**src/rtl/fix_msg_serializer_if.sv**
```systemverilog
// Field-in / byte-out handshake bundle for the FIX field serializer.
// The slave modport is the serializer; the master modport is the
// message builder plus transport sink that surround it.
interface fix_msg_serializer_if #(
    parameter int VALUE_WIDTH = 256,
    parameter int TAG_WIDTH   = 32,
    parameter int SIZE        = 64,
    parameter int T_SIZE      = 5
);
    logic                   field_valid_i;
    logic                   field_ready_o;
    logic [TAG_WIDTH-1:0]   tag_i;
    logic [T_SIZE-1:0]      t_size_i;
    logic [VALUE_WIDTH-1:0] val_i;
    logic [SIZE-1:0]        v_size_i;
    logic                   body_i;
    logic                   checksum_i;
    logic [7:0]             data_o;
    logic                   data_valid_o;
    logic                   data_ready_i;
    logic                   last_o;
    logic [7:0]             checksum_o;
    logic [15:0]            body_len_o;
    logic                   error_o;

    modport slave (
        input  field_valid_i, tag_i, t_size_i, val_i, v_size_i, body_i,
               checksum_i, data_ready_i,
        output field_ready_o, data_o, data_valid_o, last_o, checksum_o,
               body_len_o, error_o
    );

    modport master (
        output field_valid_i, tag_i, t_size_i, val_i, v_size_i, body_i,
               checksum_i, data_ready_i,
        input  field_ready_o, data_o, data_valid_o, last_o, checksum_o,
               body_len_o, error_o
    );
endinterface

```
**src/rtl/fix_msg_serializer.sv**
```systemverilog
// FIX field serializer: turns one tag/value field per handshake into the
// ASCII stream "tag=value<SOH>", keeps a running CheckSum and BodyLength,
// and on request emits the "10=nnn<SOH>" trailer from the running sum.
module fix_msg_serializer #(
    parameter int VALUE_WIDTH = 256,
    parameter int TAG_WIDTH   = 32,
    parameter int SIZE        = 64,
    parameter int T_SIZE      = 5
) (
    input  logic                  clk,
    input  logic                  rst,
    fix_msg_serializer_if.slave   bus
);
    localparam int VB   = VALUE_WIDTH / 8;
    localparam int TB   = TAG_WIDTH / 8;
    localparam int MAXB = (VB > TB) ? VB : TB;
    localparam int CW   = $clog2(((MAXB > 3) ? MAXB : 3) + 1);

    typedef enum logic [2:0] {
        S_IDLE, S_TAG, S_EQ, S_VAL, S_SOH, S_CK_HDR, S_CK_DIG, S_CK_SOH
    } state_t;

    state_t                 r_state;
    logic [TAG_WIDTH-1:0]   r_tag;
    logic [VALUE_WIDTH-1:0] r_val;
    logic [CW-1:0]          r_left;
    logic [CW-1:0]          r_vsize;
    logic                   r_body;
    logic [39:0]            r_trl;
    logic [7:0]             r_data;
    logic                   r_valid;
    logic                   r_last;
    logic                   r_field_ready;
    logic [7:0]             r_sum;
    logic [15:0]            r_body_len;
    logic                   r_error;

    logic                   w_accept;
    logic                   w_xfer;
    logic                   w_size_bad;
    logic [TAG_WIDTH-1:0]   w_tag_aligned;
    logic [VALUE_WIDTH-1:0] w_val_aligned;
    logic [7:0]             w_d2;
    logic [7:0]             w_d1;
    logic [7:0]             w_d0;

    // Accept/transfer qualifiers, size check, left-alignment and trailer digits.
    // Fields are left-aligned into shift registers at accept so the byte on the
    // wire is always the top byte, giving first-character-most-significant order.
    always_comb begin
        w_accept      = bus.field_valid_i && r_field_ready;
        w_xfer        = r_valid && bus.data_ready_i;
        w_size_bad    = (bus.t_size_i == '0) || (bus.t_size_i > T_SIZE'(TB)) ||
                        (bus.v_size_i == '0) || (bus.v_size_i > SIZE'(VB));
        w_tag_aligned = bus.tag_i << (8 * (TB - int'(bus.t_size_i)));
        w_val_aligned = bus.val_i << (8 * (VB - int'(bus.v_size_i)));
        w_d2          = 8'h30 + (r_sum / 8'd100);
        w_d1          = 8'h30 + ((r_sum / 8'd10) % 8'd10);
        w_d0          = 8'h30 + (r_sum % 8'd10);
    end

    // Field/trailer sequencer with registered byte, handshake and counters.
    always_ff @(posedge clk or negedge rst) begin
        if (!rst) begin
            r_state       <= S_IDLE;
            r_tag         <= '0;
            r_val         <= '0;
            r_left        <= '0;
            r_vsize       <= '0;
            r_body        <= 1'b0;
            r_trl         <= '0;
            r_data        <= '0;
            r_valid       <= 1'b0;
            r_last        <= 1'b0;
            r_field_ready <= 1'b0;
            r_sum         <= '0;
            r_body_len    <= '0;
            r_error       <= 1'b0;
        end else begin
            r_error <= 1'b0;
            if (r_state == S_IDLE) begin
                r_field_ready <= 1'b1;
                if (w_accept) begin
                    if (bus.checksum_i) begin
                        r_state       <= S_CK_HDR;
                        r_data        <= 8'h31;
                        r_trl         <= {8'h30, 8'h3D, w_d2, w_d1, w_d0};
                        r_left        <= CW'(3);
                        r_valid       <= 1'b1;
                        r_last        <= 1'b0;
                        r_field_ready <= 1'b0;
                    end else if (w_size_bad) begin
                        r_error <= 1'b1;
                    end else begin
                        r_state       <= S_TAG;
                        r_data        <= w_tag_aligned[TAG_WIDTH-1 -: 8];
                        r_tag         <= w_tag_aligned << 8;
                        r_val         <= w_val_aligned;
                        r_left        <= CW'(bus.t_size_i);
                        r_vsize       <= CW'(bus.v_size_i);
                        r_body        <= bus.body_i;
                        r_valid       <= 1'b1;
                        r_last        <= 1'b0;
                        r_field_ready <= 1'b0;
                    end
                end
            end else if (w_xfer) begin
                if (r_state inside {S_TAG, S_EQ, S_VAL, S_SOH}) begin
                    r_sum <= r_sum + r_data;
                    if (r_body) begin
                        r_body_len <= r_body_len + 16'd1;
                    end
                end
                case (r_state)
                    S_TAG: begin
                        if (r_left == CW'(1)) begin
                            r_state <= S_EQ;
                            r_data  <= 8'h3D;
                        end else begin
                            r_data <= r_tag[TAG_WIDTH-1 -: 8];
                            r_tag  <= r_tag << 8;
                            r_left <= r_left - CW'(1);
                        end
                    end
                    S_EQ: begin
                        r_state <= S_VAL;
                        r_data  <= r_val[VALUE_WIDTH-1 -: 8];
                        r_val   <= r_val << 8;
                        r_left  <= r_vsize;
                    end
                    S_VAL: begin
                        if (r_left == CW'(1)) begin
                            r_state <= S_SOH;
                            r_data  <= 8'h01;
                        end else begin
                            r_data <= r_val[VALUE_WIDTH-1 -: 8];
                            r_val  <= r_val << 8;
                            r_left <= r_left - CW'(1);
                        end
                    end
                    S_SOH: begin
                        r_state       <= S_IDLE;
                        r_data        <= '0;
                        r_valid       <= 1'b0;
                        r_field_ready <= 1'b1;
                    end
                    S_CK_HDR: begin
                        r_data <= r_trl[39:32];
                        r_trl  <= {r_trl[31:0], 8'h00};
                        if (r_left == CW'(1)) begin
                            r_state <= S_CK_DIG;
                            r_left  <= CW'(3);
                        end else begin
                            r_left <= r_left - CW'(1);
                        end
                    end
                    S_CK_DIG: begin
                        if (r_left == CW'(1)) begin
                            r_state <= S_CK_SOH;
                            r_data  <= 8'h01;
                            r_last  <= 1'b1;
                        end else begin
                            r_data <= r_trl[39:32];
                            r_trl  <= {r_trl[31:0], 8'h00};
                            r_left <= r_left - CW'(1);
                        end
                    end
                    S_CK_SOH: begin
                        r_state       <= S_IDLE;
                        r_data        <= '0;
                        r_valid       <= 1'b0;
                        r_last        <= 1'b0;
                        r_field_ready <= 1'b1;
                        r_sum         <= '0;
                        r_body_len    <= '0;
                    end
                    default: ;
                endcase
            end
        end
    end

    assign bus.field_ready_o = r_field_ready;
    assign bus.data_o        = r_data;
    assign bus.data_valid_o  = r_valid;
    assign bus.last_o        = r_last;
    assign bus.checksum_o    = r_sum;
    assign bus.body_len_o    = r_body_len;
    assign bus.error_o       = r_error;
endmodule
```
**src/flat_wrapper.sv**
```systemverilog
// flat-port wrapper written by rule: the top's interface ports become plain ports
module fix_msg_serializer_flat 
#(
    parameter int VALUE_WIDTH = 256,
    parameter int TAG_WIDTH   = 32,
    parameter int SIZE        = 64,
    parameter int T_SIZE      = 5
)
  (clk, rst, bus_field_valid_i, bus_tag_i, bus_t_size_i, bus_val_i, bus_v_size_i, bus_body_i, bus_checksum_i, bus_data_ready_i, bus_field_ready_o, bus_data_o, bus_data_valid_o, bus_last_o, bus_checksum_o, bus_body_len_o, bus_error_o);
  fix_msg_serializer_if #(.VALUE_WIDTH(VALUE_WIDTH), .TAG_WIDTH(TAG_WIDTH), .SIZE(SIZE), .T_SIZE(T_SIZE)) bus_i ();
  input  logic clk;
  input  logic rst;
  input wire logic [$bits(bus_i.field_valid_i)-1:0] bus_field_valid_i;
  input wire logic [$bits(bus_i.tag_i)-1:0] bus_tag_i;
  input wire logic [$bits(bus_i.t_size_i)-1:0] bus_t_size_i;
  input wire logic [$bits(bus_i.val_i)-1:0] bus_val_i;
  input wire logic [$bits(bus_i.v_size_i)-1:0] bus_v_size_i;
  input wire logic [$bits(bus_i.body_i)-1:0] bus_body_i;
  input wire logic [$bits(bus_i.checksum_i)-1:0] bus_checksum_i;
  input wire logic [$bits(bus_i.data_ready_i)-1:0] bus_data_ready_i;
  output wire logic [$bits(bus_i.field_ready_o)-1:0] bus_field_ready_o;
  output wire logic [$bits(bus_i.data_o)-1:0] bus_data_o;
  output wire logic [$bits(bus_i.data_valid_o)-1:0] bus_data_valid_o;
  output wire logic [$bits(bus_i.last_o)-1:0] bus_last_o;
  output wire logic [$bits(bus_i.checksum_o)-1:0] bus_checksum_o;
  output wire logic [$bits(bus_i.body_len_o)-1:0] bus_body_len_o;
  output wire logic [$bits(bus_i.error_o)-1:0] bus_error_o;
  assign bus_i.field_valid_i = bus_field_valid_i;
  assign bus_i.tag_i = bus_tag_i;
  assign bus_i.t_size_i = bus_t_size_i;
  assign bus_i.val_i = bus_val_i;
  assign bus_i.v_size_i = bus_v_size_i;
  assign bus_i.body_i = bus_body_i;
  assign bus_i.checksum_i = bus_checksum_i;
  assign bus_i.data_ready_i = bus_data_ready_i;
  assign bus_field_ready_o = bus_i.field_ready_o;
  assign bus_data_o = bus_i.data_o;
  assign bus_data_valid_o = bus_i.data_valid_o;
  assign bus_last_o = bus_i.last_o;
  assign bus_checksum_o = bus_i.checksum_o;
  assign bus_body_len_o = bus_i.body_len_o;
  assign bus_error_o = bus_i.error_o;
  fix_msg_serializer #(.VALUE_WIDTH(VALUE_WIDTH), .TAG_WIDTH(TAG_WIDTH), .SIZE(SIZE), .T_SIZE(T_SIZE)) u_core (.clk(clk), .rst(rst), .bus(bus_i));
endmodule
```
**config.mk**
```make
export PLATFORM = sky130hd
export DESIGN_NAME = fix_msg_serializer_flat
export DESIGN_NICKNAME = d
export VERILOG_FILES = /design/src/rtl/fix_msg_serializer_if.sv /design/src/rtl/fix_msg_serializer.sv /design/src/flat_wrapper.sv
export SDC_FILE = /design/constraint.sdc
export NUM_CORES = 2
export LEC_CHECK = 0
export ABC_AREA = 0
export BUFFER_PORTS_ARGS = -buffer_cell sky130_fd_sc_hd__buf_2
export CAP_MARGIN = 0
export CELL_PAD_IN_SITES_DETAIL_PLACEMENT = 1
export CELL_PAD_IN_SITES_GLOBAL_PLACEMENT = 1
export CORE_MARGIN = 2
export CORE_UTILIZATION = 40
export CTS_CLUSTER_SIZE = 25
export DETAILED_ROUTE_END_ITERATION = 7
export PLACE_DENSITY_LB_ADDON = 0.1
export SLEW_MARGIN = 20
export SYNTH_ARGS = -nofsm -noshare
export SYNTH_HDL_FRONTEND = slang
export SYNTH_SLANG_ARGS = --single-unit
export TNS_END_PERCENT = 100
```
**constraint.sdc**
```tcl
create_clock -name clk -period 4.2 [get_ports clk]
set_clock_uncertainty 0.05 [all_clocks]
set_input_delay 0.84 -clock clk [delete_from_list [all_inputs] [get_ports clk]]
set_output_delay 0.84 -clock clk [all_outputs]
set_load 0.01 [all_outputs]
```
* Yosys cells after proc, flatten, opt, wreduce, memory -nomap -nowiden *
Index checks and enable logic that the tools add are counted.

storage, ports and cells
  register bits = 380
  bits of input ports = 363
  output and inout bits = 36
  word-level logic and storage cells = 160

operators by class
  $add $sub $neg = 8
  div/mod/pow operators = 4
  magnitude comparators = 2
  equal/unequal tests = 21
  shift-type cells = 2
  mux-type cells = 73
  bitwise gates (word level) = 3
  reduce and logical (&&, ||, !) cells = 33

operators by type and width
  operator                 count
  $mux W256                6
  $pmux W256 S2            1
  $shl A256 B32 Y256       1
  $mux W32                 7
  $mux W40                 5
  $mux W8                  10
  $pmux W40 S2             1
  $gt A64 B6 Y1 const B    1
  $logic_not A64 Y1        1
  $mux W16                 3
  $pmux W8 S6              1
  $mux W6                  7
  $shl A32 B32 Y32         1
  $sub A7 B29 Y29 const A  1
  $mux W3                  9
  $add A6 B8 Y8 const A    3
  $mux W1                  20
  $pmux W3 S6              1
  $pmux W6 S3              1
  $add A16 B1 Y16 const B  1
  $mod A8 B4 Y8 const B    2
  $reduce_and A4 Y1        4
  $ne A3 B2 Y1 const B     5
  $reduce_and A5 Y1        3
  other kinds (30)         51

* Logic depth before layout (Yosys ltp) *
  depth in word-level cells = 8
  mapped depth = 23
  depth with buffers taken out = 21

* Worst setup path before layout *
OpenSTA, ideal clock, no wires.

  kind = input to register
  from = in bus_v_size_i[0]
  to = reg u_core.r_val[128]
  library setup time = 77 ps
  data arrival time = 5960 ps
  required time = 4073 ps
  path slack = -1886 ps
  stages = 19
  buffers on the path = 7
  cell sequence = clkbuf_1 clkbuf_1 inv_1 clkbuf_1 buf_1 buf_1 clkbuf_1 ha_1 or4b_4 and2_1 buf_2 or4_1 a2111oi_0 and4_1 nand4_2 or3_4 nor3_4 a222oi_1 o21ai_1

on the way
  longest elaborated chain between the ends = 6
  elaborated cells between the ends (all ways) = 12
  classes of those cells = add/sub (1); order compare (1); eq/ne (1); shift (1); mux (4); reduce/logical (4)

ends and longest elaborated chain
  item                    line                       text
  start: declaration      flat_wrapper.sv:17         input wire logic [$bits(bus_i.v_size_i)-1:0] bus_v_size_i;
  $sub A7 B29 Y29         fix_msg_serializer.sv:56   w_val_aligned = bus.val_i << (8 * (VB - int'(bus.v_size_i)));
  $shl A256 B32 Y256      fix_msg_serializer.sv:56
  $mux W256               fix_msg_serializer.sv:92   end else if (w_size_bad) begin
  $mux W256               fix_msg_serializer.sv:84   if (bus.checksum_i) begin
  $mux W256               fix_msg_serializer.sv:83   if (w_accept) begin
  $mux W256               fix_msg_serializer.sv:81   if (r_state == S_IDLE) begin
  end signal: assignment  fix_msg_serializer.sv:98   r_val <= w_val_aligned;
  end signal: assignment  fix_msg_serializer.sv:128  r_val <= r_val << 8;
  end signal: assignment  fix_msg_serializer.sv:137  r_val <= r_val << 8;
  end: declaration        fix_msg_serializer.sv:25   logic [VALUE_WIDTH-1:0] r_val;

Parallel ways exist; a longest one is shown, timed or not. The select of a mux whose other input is x is not followed.
A chain may end at the register's enable or synchronous reset.

* Worst setup path after layout *
  from = in bus_v_size_i[12]
  to = reg u_core.r_val[174]

The elaborated chain is that of the path after synthesis.

==> results.toml <==
[pwr]
combPwrFrac_pct = 46.3
p_seq_share_pct = 26.6
p_switching_w = 0.00638
p_int_w = 0.00936
power.density_nw_per_um2 = 396
p_total_w = 0.0157
ir_drop_mv = 0.314
sw_frac_of_total_pct = 40.5
pwr-share-clk_pct = 27.1
leakagePower_nw = 17.5

[yosys]
synth_edf_count = 0
ys_top_cells_by_area = "dfrtp_1 30%, mux2i_1 9.2%, nand2_1 7.3%"
synth_seq_cells = 372
synth_top_area_share_pct = 29.7
syn_inst = 3979
synth_area_leader_cell = "dfrtp_1"
async_reset_ff_share_pct = 100
yosysWarningCount = 0
syn_avg_cell_area_um2 = 7.87
yosysUniqueCellTypes = 85
syn_area_um2 = 31300
synth_nets = 4365
ys.flop_type = "dfrtp_1"
ys_seq_area_share_pct = 29.7

[setup_path]
cp-endpoint = "u_core.r_val[174]"
r2r_end = "u_core.r_trl[13]"
arrival_ns = 4.58
cp.depth = 14
crit_fanout = 24
crit_path_start = "bus_v_size_i[12]"
regToRegStartpoint = "u_core.bus.checksum_o[5]"
worst-path-buf-inv = 3
critPathSlowestCell = "or4_1"
worstPathRequired_ns = 4.68
endpoint_kind = "register"
cp_top_family = "simple AND/OR/NAND/NOR gates"
crit_chain = "buf_2 > or4_1 > or3_1 > or4_1 > a2111oi_1 > and4_1 > nand4_4 > buf_4 > buf_4 > nor2_1 > nand2_1 > o31ai_1 > a221oi_1 > o21ai_0"
rrSetupSlack_ns = 0.25
critPathLaunchType = "input port"
worstRegToRegCells = 16
worstSetupPathType = "input port to register"
slowest_delay_ns = 0.55

[floorplan]
dieWidth_um = 284
ios = 399
row_count = 102
start_util_pct = 40.4
fp.coreArea_um2 = 77500
die_h_um = 284
die_area_um2 = 80500

[worst_hold_path]
hp-class = "input port to asynchronous set/reset pin"

[route]
drt-pass1-iter-count = 6
wire_per_inst_um = 28.6
routed-via-count = 35800
antenna_left = 0
wl_um = 162000
first_iter_violations = 3704
avgViaCountPerCell = 6.34
remaining_drc_errors = 0

[placement]
numPortBuffers = 398
finalWeightedCongestion = 1.01
dp_slack_ns = -0.675
place_hpwl_um = 126000

[cts]
cts_buffer_depth = 3
insertion_delay_ns = 0.62
cts_tree = "done"
postCtsHoldBufs = 0
clkSinkCount = 372
clockRootBuffer = "clkbuf_16"
numCtsBuffers = 47
cts_max_level = 2
clk_pin_slew_ns = 0.06

[timing]
min_period_ns = 4.10
relSlewSlack_pct = 24.9
grt_setup_unrepaired = "true"
period_share_pct = 97.6
setup_tns_ns = 0
finalHoldViolCount = 0
worst_pin_slew_ns = 1.12
finalMaxSlewViolations = 0
setup_ws_ns = 0.0998
max_clock_freq_mhz = 244
setup_viol = 0

[grt]
grt_max_degree = 159
overflow = 0
antenna_found_initial = 6
grt_pass1_vias = 36300
grt_pass1_wl_um = 239000
grt_util_all_layers_pct = 39.1

[status]
outcome = "finished clean"

[finish]
drive_gt1_share_pct = 26.5
syn_to_final_growth_pct = 27.0
fill_cells = 9445
nets = 4952

[run]
cap_violations = 0
[power by group through the flow]
stage	registers, W	clock network (W)	logic, W
after floorplan	0.00417	0	0.00399
after global placement	0.00424	0	0.00678
after detailed placement	0.00425	0	0.00689
after CTS	0.00419	0.00431	0.00696
after global routing	0.00424	0.00444	0.00783
final	0.00419	0.00426	0.00728
[sequential cells by signal, indices dropped and copies added, names as in the netlist]
register,count
u_core.r_tag,24
u_core.r_body,1
u_core.r_state,3
u_core.bus.body_len_o,16
u_core.r_val,256
u_core.r_left,6
u_core.bus.last_o,1
u_core.bus.data_valid_o,1
u_core.r_vsize,6
u_core.bus.field_ready_o,1
u_core.bus.checksum_o,8
u_core.r_trl,40
u_core.bus.error_o,1
u_core.bus.data_o,8
[layout make-up]
cell class | instances | area [um2] | area share (%)
multi-input cells | 3206 | 20800 | 52.4
flip-flops and latches | 372 | 9310 | 23.4
repair buffers | 909 | 6590 | 16.6
clock buffers | 71 | 1460 | 3.67
well taps | 1040 | 1300 | 3.27
clock inverters | 15 | 131 | 0.331
inverters | 30 | 116 | 0.293
diodes | 6 | 15.0 | 0.0378
[cells in the mapped netlist, types with 53 or more instances]
master	count
mux4_2	90
o21ai_1	78
mux2_2	61
nor3_1	88
nand3_1	86
nand2_1	608
clkbuf_1	282
mux2i_1	288
o21ai_0	294
o211ai_1	53
nor2_1	434
buf_1	64
dfrtp_1	372
a21oi_1	349
o22ai_1	60
a211oi_1	87
a221oi_1	63
[how the worst min path moves through the flow]
stage	depth (start not counted)	endpoint	slack, ns	from
6_report	1	u_core.bus.body_len_o[5]	0.16	rst
3_5_place_dp	2	u_core.r_val[34]	0.42	u_core.r_val[34]
2_1_floorplan	2	u_core.r_trl[0]	0.39	u_core.r_trl[0]
3_3_place_gp	2	u_core.r_val[211]	0.41	u_core.r_val[211]
5_1_grt	1	u_core.bus.body_len_o[5]	0.20	rst
4_1_cts	1	u_core.bus.body_len_o[7]	0.18	rst
[worst register-to-register path, cell delays in order (launching register included)]
cell and delay [ns]:
dfrtp_1 0.57, buf_4 0.26, nor3_2 0.06, buf_4 0.14, a311o_1 0.38, nor4_1 0.39, mux2_2 0.27, a211oi_4 0.05
buf_4 0.19, a2111o_1 0.38, nor2b_2 0.19, nor2b_2 0.17, nor3_1 0.18, ha_1 0.27, nor2_1 0.12, a21oi_1 0.06
o21ai_0 0.14
[what timing repair did]
| item | 4_1_cts | 5_1_grt |
|---|---|---|
| resized for setup | 6 | 30 |
| endpoints found under the setup margin | 4 | 15 |
| pin swaps | 0 | 2 |
| buffers inserted | 0 | 1 |
[kinds of logic after synthesis]
kind of cell	synth area share, %
AOI/OAI and AO/OA	25.5
adders and majority gates	0.943
DFF	29.7
xor gates and xnor gates	1.15
muxes	17.9
and+or+nand+nor	19.9
buffers and inverters	4.93
[per-layer routing]
metal  up-vias  share of wire [%]  GRT usage [%]  wire length (um)
met5         -              0.053              0                85
met4        10                6.5           21.4             10500
met3       455                7.9           6.96             12800
met2      1732                 45           62.2             72800
met1     17800                 41           50.2             65600
li1      15800                  -              -                 -
[through the flow]
| stage | area (um2) | hold slack, ns | std cells | util, % |
|---|---|---|---|---|
| after CTS | 39600 | 0.182 | 5642 | 51.1 |
| after global routing | 39700 | 0.198 | 5645 | 51.3 |
| after detailed placement | 38000 | 0.420 | 5556 | 49.0 |
| after global placement | 38000 | 0.412 | 5556 | 49.0 |
| final | 39700 | 0.160 | 5649 | 51.3 |
| after floorplan | 31600 | 0.395 | 3979 | - |
[layout by cell type, fill, tap and decap left out, drive strengths merged, types with 71 or more instances in the layout]
cell and instances:
buf 909, nand2 608, nor2 437, dfrtp 372, o21ai 372, a21oi 349, mux2i 288, mux4 90
a211oi 90, nor3 89, nand3 86, clkbuf 71
No activity file was read; power rests on OpenSTA's default activity.
